<file path="src/rtl/joypad_pkg.sv">
// Shared joypad definitions: button indices, register address and the
// row-select helper that builds the active-low line nibble.
package joypad_pkg;

    // Button bit positions within the raw/stable vectors
    localparam int unsigned BTN_RIGHT  = 0;
    localparam int unsigned BTN_LEFT   = 1;
    localparam int unsigned BTN_UP     = 2;
    localparam int unsigned BTN_DOWN   = 3;
    localparam int unsigned BTN_A      = 4;
    localparam int unsigned BTN_B      = 5;
    localparam int unsigned BTN_SELECT = 6;
    localparam int unsigned BTN_START  = 7;

    localparam logic [15:0] JOYPAD_BASE_ADDR = 16'hFF00;

    // Reset value of the select field: neither row selected
    localparam logic [1:0] SEL_NONE = 2'b11;

    // Active-low line nibble; sel[0]=0 exposes directions, sel[1]=0 exposes actions
    function automatic logic [3:0] joypad_line(input logic [1:0] sel, input logic [7:0] stable);
        return ~(({4{~sel[0]}} & stable[3:0]) | ({4{~sel[1]}} & stable[7:4]));
    endfunction

endpackage

</file>
<file path="src/rtl/bus_if.sv">
// Peripheral bus between the MMU and memory-mapped peripherals.
interface Bus_if;
    logic [15:0] addr;
    logic [7:0]  wdata;
    logic [7:0]  rdata;
    logic        read_en;
    logic        write_en;

    modport Peripheral_side (
        input  addr,
        input  wdata,
        input  read_en,
        input  write_en,
        output rdata
    );

    modport Mmu_side (
        output addr,
        output wdata,
        output read_en,
        output write_en,
        input  rdata
    );
endinterface

</file>
<file path="src/rtl/joypad_debounce.sv">
// Per-button 2-flop synchroniser followed by a consecutive-cycle debouncer.
// stable flips only after the synchronised value has differed from it for
// DEBOUNCE_CYCLES consecutive cycles; rise flags a 0->1 flip on the coming edge.
module joypad_debounce #(
    parameter int unsigned DEBOUNCE_CYCLES = 4
) (
    input  logic clk,
    input  logic reset,
    input  logic raw,
    output logic stable,
    output logic rise
);

    localparam logic [7:0] CntMax = 8'(DEBOUNCE_CYCLES - 1);

    logic       meta_q;
    logic       sync_q;
    logic       stable_q;
    logic       stable_d;
    logic [7:0] cnt_q;
    logic [7:0] cnt_d;

    // Two-stage synchroniser for the asynchronous raw line
    always_ff @(posedge clk) begin
        if (reset) begin
            meta_q <= 1'b0;
            sync_q <= 1'b0;
        end else begin
            meta_q <= raw;
            sync_q <= meta_q;
        end
    end

    // Count consecutive differing cycles; flip stable on the last one
    always_comb begin
        stable_d = stable_q;
        cnt_d    = cnt_q;
        if (sync_q == stable_q) begin
            cnt_d = 8'd0;
        end else if (cnt_q == CntMax) begin
            stable_d = sync_q;
            cnt_d    = 8'd0;
        end else begin
            cnt_d = cnt_q + 8'd1;
        end
    end

    // Debounce state register
    always_ff @(posedge clk) begin
        if (reset) begin
            stable_q <= 1'b0;
            cnt_q    <= 8'd0;
        end else begin
            stable_q <= stable_d;
            cnt_q    <= cnt_d;
        end
    end

    assign stable = stable_q;
    assign rise   = stable_d & ~stable_q;

endmodule

</file>
<file path="src/rtl/joypad_ctrl.sv">
// Joypad register (P1/JOYP): debounced buttons, active-low row select,
// combinational read and a level interrupt on any selected-line fall.
// Optional feature macro: JOYPAD_WAKE_EN adds a one-cycle wake pulse output
// on any debounced press, independent of the row select.
module joypad_ctrl
    import joypad_pkg::*;
#(
    parameter int unsigned DEBOUNCE_CYCLES = 4,
    parameter logic [15:0] JOYPAD_ADDR     = JOYPAD_BASE_ADDR
) (
    input  logic       clk,
    input  logic       reset,
    Bus_if.Peripheral_side bus,
    input  logic [7:0] buttons,
    output logic       irq_req,
    input  logic       irq_ack
`ifdef JOYPAD_WAKE_EN
    ,
    output logic       wake
`endif
);

    logic [7:0] stable_vec;
    logic [7:0] rise_vec;
    logic [1:0] sel_q;
    logic [1:0] sel_d;
    logic [3:0] line;
    logic [3:0] line_q;
    logic       fall;
    logic       irq_q;
    logic       irq_d;
    logic       reg_hit_wr;
    logic       reg_hit_rd;

    for (genvar i = 0; i < 8; i++) begin : g_btn
        joypad_debounce #(
            .DEBOUNCE_CYCLES(DEBOUNCE_CYCLES)
        ) u_debounce (
            .clk   (clk),
            .reset (reset),
            .raw   (buttons[i]),
            .stable(stable_vec[i]),
            .rise  (rise_vec[i])
        );
    end

    assign reg_hit_wr = bus.write_en && (bus.addr == JOYPAD_ADDR);
    assign reg_hit_rd = bus.read_en && (bus.addr == JOYPAD_ADDR);

    assign line = joypad_line(sel_q, stable_vec);
    assign fall = |(line_q & ~line);

    // Select update from bus writes and interrupt set/clear (set wins)
    always_comb begin
        sel_d = sel_q;
        if (reg_hit_wr) begin
            sel_d = bus.wdata[5:4];
        end
        irq_d = irq_q;
        if (fall) begin
            irq_d = 1'b1;
        end else if (irq_ack) begin
            irq_d = 1'b0;
        end
    end

    // Select, previous line nibble and interrupt state
    always_ff @(posedge clk) begin
        if (reset) begin
            sel_q  <= SEL_NONE;
            line_q <= 4'hF;
            irq_q  <= 1'b0;
        end else begin
            sel_q  <= sel_d;
            line_q <= line;
            irq_q  <= irq_d;
        end
    end

    // Combinational register read; unmapped or idle reads float high
    always_comb begin
        bus.rdata = 8'hFF;
        if (reg_hit_rd) begin
            bus.rdata = {2'b11, sel_q, line};
        end
    end

    assign irq_req = irq_q;

`ifdef JOYPAD_WAKE_EN
    logic wake_q;

    // Pulse for one cycle as any debounced button becomes pressed
    always_ff @(posedge clk) begin
        if (reset) begin
            wake_q <= 1'b0;
        end else begin
            wake_q <= |rise_vec;
        end
    end

    assign wake = wake_q;

    logic unused_bits;
    assign unused_bits = ^{bus.wdata[7:6], bus.wdata[3:0]};
`else
    logic unused_bits;
    assign unused_bits = ^{bus.wdata[7:6], bus.wdata[3:0], rise_vec};
`endif

endmodule

</file>
<file path="src/flat_wrapper.sv">
// flat-port wrapper written by rule: the top's interface ports become plain ports
module joypad_ctrl_flat import joypad_pkg::*;
#(
    parameter int unsigned DEBOUNCE_CYCLES = 4,
    parameter logic [15:0] JOYPAD_ADDR     = JOYPAD_BASE_ADDR
)
  (clk, reset, buttons, irq_req, irq_ack, bus_addr, bus_wdata, bus_read_en, bus_write_en, bus_rdata);
  Bus_if bus_i ();
  input  logic clk;
  input  logic reset;
  input  logic [7:0] buttons;
  output logic irq_req;
  input  logic irq_ack;
  input wire logic [$bits(bus_i.addr)-1:0] bus_addr;
  input wire logic [$bits(bus_i.wdata)-1:0] bus_wdata;
  input wire logic [$bits(bus_i.read_en)-1:0] bus_read_en;
  input wire logic [$bits(bus_i.write_en)-1:0] bus_write_en;
  output wire logic [$bits(bus_i.rdata)-1:0] bus_rdata;
  assign bus_i.addr = bus_addr;
  assign bus_i.wdata = bus_wdata;
  assign bus_i.read_en = bus_read_en;
  assign bus_i.write_en = bus_write_en;
  assign bus_rdata = bus_i.rdata;
  joypad_ctrl #(.DEBOUNCE_CYCLES(DEBOUNCE_CYCLES), .JOYPAD_ADDR(JOYPAD_ADDR)) u_core (.clk(clk), .reset(reset), .bus(bus_i), .buttons(buttons), .irq_req(irq_req), .irq_ack(irq_ack));
endmodule
</file>
<file path="config.mk">
export PLATFORM = sky130hd
export DESIGN_NAME = joypad_ctrl_flat
export DESIGN_NICKNAME = d
export VERILOG_FILES = /design/src/rtl/joypad_pkg.sv /design/src/rtl/bus_if.sv /design/src/rtl/joypad_debounce.sv /design/src/rtl/joypad_ctrl.sv /design/src/flat_wrapper.sv
export SDC_FILE = /design/constraint.sdc
export NUM_CORES = 1
export LEC_CHECK = 0
export CAP_MARGIN = 5
export CORE_AREA = 4 4 102 104
export DETAILED_ROUTE_END_ITERATION = 16
export DIE_AREA = 0 0 106 108
export GPL_ROUTABILITY_DRIVEN = 0
export HOLD_SLACK_MARGIN = 0.06
export PLACE_DENSITY_LB_ADDON = 0.25
export SETUP_SLACK_MARGIN = 0.4
export SLEW_MARGIN = 20
export SYNTH_ARGS = -nofsm -noshare
export SYNTH_HDL_FRONTEND = slang
export SYNTH_SLANG_ARGS = --single-unit
</file>
<file path="constraint.sdc">
create_clock -name clk -period 2 [get_ports clk]
set_input_delay 0.5 -clock clk [delete_from_list [all_inputs] [get_ports clk]]
set_output_delay 0.5 -clock clk [all_outputs]
set_load 0.03 [all_outputs]
</file>
==> flow_metrics.env <==
export IMPL_grt_antenna_before_repair=0
export IMPL_die_width_um=106
export IMPL_cts_sinks=95
export IMPL_p_clk_frac=0.399
export IMPL_dp_slack_ns=-1.21
export IMPL_grt_overflow_total=0
export IMPL_crit_fanout=5
export IMPL_synth_cell_types=30
export IMPL_fin_area_mm2=0.00457
export IMPL_root_buffer="clkbuf_8"
export IMPL_synth_seq_cells=95
export IMPL_fin_skew_ns=0.00864
export IMPL_holdCritPathClass="register to register"
export IMPL_drc=0
export IMPL_post_route_period_util=1.24
export IMPL_first_pass_iters=4
export IMPL_grt_pass1_wl_mm=11.2
export IMPL_status="finished with violations"
export IMPL_peakVddDrop_mv=0.298
export IMPL_multi_input_area_mm2=0.00184
export IMPL_synth_top_family_by_area="simple AND/OR/NAND/NOR gates"
export IMPL_p_sw_uw=678
export IMPL_finalCriticalPeriod_ns=2.48
export IMPL_start_kind="input pin"
export IMPL_hold_viol_final=0
export IMPL_yosys_area_share_simple=0.276
export IMPL_r2r_cells=5
export IMPL_seqCellArea_mm2=0.00190
export IMPL_num_rows=36
export IMPL_synth_compound_area_frac=0.0262
export IMPL_die_h_um=108
export IMPL_yosysSeqAreaShare=0.511
export IMPL_htreeDepth=3
export IMPL_critPathArrivalTime_ns=1.98
export IMPL_ys_warn_count=0
export IMPL_rsz0062_at_grt="yes"
export IMPL_finalNetCount=492
export IMPL_cp_data_required_time_ns=1.50
export IMPL_cts_tree="yes"
export IMPL_grt_pass1_vias=2664
export IMPL_io_pins=46
export IMPL_setup_violations=6
export IMPL_track_usage=0.121
export IMPL_synthMuxAreaShare=0.0108
export IMPL_comb_power_share=0.034
export IMPL_synthAdderAreaFrac=0.0269
export IMPL_min_path_cells=1
export IMPL_layout_drive_gt1_share=0.120
export IMPL_synth_cells=398
export IMPL_crit_type="input pin to output pin"
export IMPL_core_mm2=0.00955
export IMPL_p_int_uw=2710
export IMPL_dr_total_vias=2728
export IMPL_finalMaxSlewViolations=0
export IMPL_p_sw_frac=0.200
export IMPL_n_antenna_cell=0
export IMPL_cts_buffers=9
export IMPL_fill_cells=946
export IMPL_area_growth_syn_to_layout_pct=22.9
export IMPL_violations="negative setup slack"
export IMPL_port_buffer_count=37
export IMPL_fmax_mhz=403
export IMPL_synth_xor_area_frac=0.132
export IMPL_setup_slack_ns=-0.479
export IMPL_drtAntennaViolNets=0
export IMPL_end_kind="output pin"
export IMPL_initial_core_util=0.390
export IMPL_vias_per_cell=4.67
export IMPL_placed_area_mm2=0.00428
export IMPL_avgRoutedWirePerCell_um=11.0
export IMPL_path_clk_slew_ns=0.08
export IMPL_powerDensity_mw_per_mm2=741
export IMPL_pwr_share_seq=0.567
export IMPL_p_leak_uw=0.00175
export IMPL_syn_area_mm2=0.00372
export IMPL_drt_wl_total_mm=6.45
export IMPL_holdBufCountCts=0
export IMPL_clock_path_buffers=2
export IMPL_max_cap_violations=0
export IMPL_grt_max_degree=40
export IMPL_syn_area_per_cell_um2=9.35
export IMPL_fp_dieArea_mm2=0.0114
export IMPL_drt_first_iter_violations=95
export IMPL_dp_hpwl_mm=4.56
export IMPL_clkLatencyLatePin_ns=0.35
-- layer usage --
layer  global-route usage  share of wire  up-vias  wire length [um]
li1                     -              -     1425                 -
met1                0.148           0.49     1245              3130
met2                0.193           0.44       49              2860
met3               0.0382          0.054        9               347
met4               0.0638          0.018        0               114
met5                    0              0        -                 0
-- layout by cell type, fill, tap and decap left out, types with 2 or more instances in the layout --
master,synthesis,layout
dfxtp_1,95,95
nor2_1,73,73
nand3_1,42,42
xor2_1,35,35
and3_1,23,23
clkdlybuf4s50_1,0,22
xnor2_1,21,21
nor2b_1,17,17
nand2_1,23,15
clkbuf_8,0,10
buf_6,0,10
inv_1,8,8
ha_1,8,8
a21oi_1,6,6
nand2_2,0,5
nor3_1,5,5
buf_2,0,5
o22ai_1,4,4
nor4_1,4,4
mux2i_1,4,4
nand2b_1,6,4
nand2_4,0,3
nor4b_2,0,3
nand4_1,2,2
nand2b_2,0,2
a31o_2,2,2
a21o_1,2,2
conb_1,1,2
clkinv_2,0,2
bufinv_16,0,2
buf_4,2,2
buf_12,0,2
-- layout make-up --
class,instances,share of cell area
Clock buffer,11,0.0309
Clock inverter,4,0.0153
Inverter,8,0.00657
Multi-Input combinational cell,290,0.401
Sequential cell,95,0.416
Tap cell,133,0.0364
Timing Repair Buffer,43,0.0936
-- timing repair --
action                                  CTS  global route
buffers inserted                          2             1
pin swaps                                 4             3
endpoints found under the setup margin   35            30
gates resized for setup                  69             9
-- flip-flops by register name (all words and copies together), names as in the netlist --
name	count
u_core.g_btn.u_debounce.sync_q	8
u_core.line_q	4
u_core.g_btn.u_debounce.cnt_q	64
u_core.sel_q	2
u_core.g_btn.u_debounce.meta_q	8
u_core.g_btn.u_debounce.stable	8
u_core.irq_req	1
-- worst max-delay path, stage by stage --
cell and delay [ns]:
buf_6 0.09, or4_4 0.53, nor4_4 0.30, and2_4 0.24, buf_12 0.12, nand2_4 0.04, buf_6 0.15
-- synth_stat cells --
library cell / number / share of area
a21o_1: 2 / 0.0040
a21oi_1: 6 / 0.0081
a222oi_1: 1 / 0.0027
a31o_2: 2 / 0.0047
and2_1: 1 / 0.0017
and2_4: 1 / 0.0024
and3_1: 23 / 0.039
buf_4: 2 / 0.0040
clkbuf_1: 4 / 0.0040
conb_1: 1 / 0.0010
dfxtp_1: 95 / 0.51
ha_1: 8 / 0.027
inv_1: 8 / 0.0081
mux2i_1: 4 / 0.011
nand2_1: 23 / 0.023
nand2b_1: 6 / 0.010
nand3_1: 42 / 0.057
nand4_1: 2 / 0.0034
nand4b_1: 1 / 0.0024
nor2_1: 73 / 0.074
nor2b_1: 17 / 0.029
nor3_1: 5 / 0.0067
nor4_1: 4 / 0.0067
nor4_4: 1 / 0.0057
nor4b_1: 4 / 0.0094
o22ai_1: 4 / 0.0067
or4_4: 1 / 0.0030
or4b_4: 1 / 0.0037
xnor2_1: 21 / 0.049
xor2_1: 35 / 0.082
-- through the flow --
stage | setup TNS [ns] | total power (uW) | instances | hold slack, ns | util
final | -2.46 | 3390 | 584 | 0.438 | 0.479
after global routing | -2.63 | 3530 | 584 | 0.459 | 0.479
after CTS | -2.52 | 3440 | 583 | 0.445 | 0.475
after detailed placement | -7.24 | 2090 | 566 | 0.423 | 0.448
after global placement | -7.10 | 2080 | 566 | 0.419 | 0.448
after floorplan | -1.38 | 2010 | 399 | 0.413 | -
-- power by group through the flow --
stage	Combinational, uW	Sequential [uW]	Clock [uW]
after floorplan	51.5	1960	0
after global placement	120	1960	0
after detailed placement	122	1970	0
after CTS	116	1920	1400
after global routing	127	1920	1480
final	116	1920	1350
-- final timing paths --
path / slack [ns] / endpoint / startpoint
hold reg to reg: 0.44 / u_core.g_btn[1].u_debounce.sync_q / u_core.g_btn[1].u_debounce.meta_q
setup reg to reg: 0.52 / u_core.g_btn[1].u_debounce.cnt_q[4] / u_core.g_btn[1].u_debounce.cnt_q[0]
setup / recovery: -0.48 / bus_rdata[2] / bus_addr[3]
hold / removal: 0.44 / u_core.g_btn[1].u_debounce.sync_q / u_core.g_btn[1].u_debounce.meta_q
-- logic make-up after synthesis --
family,Yosys count
compound gates,15
xor+xnor,56
fa+ha+maj,8
buf+inv,14
flops,95
mux,4
other cells,1
simple gates,205
Note: power is estimated with default switching activity, not from simulation.
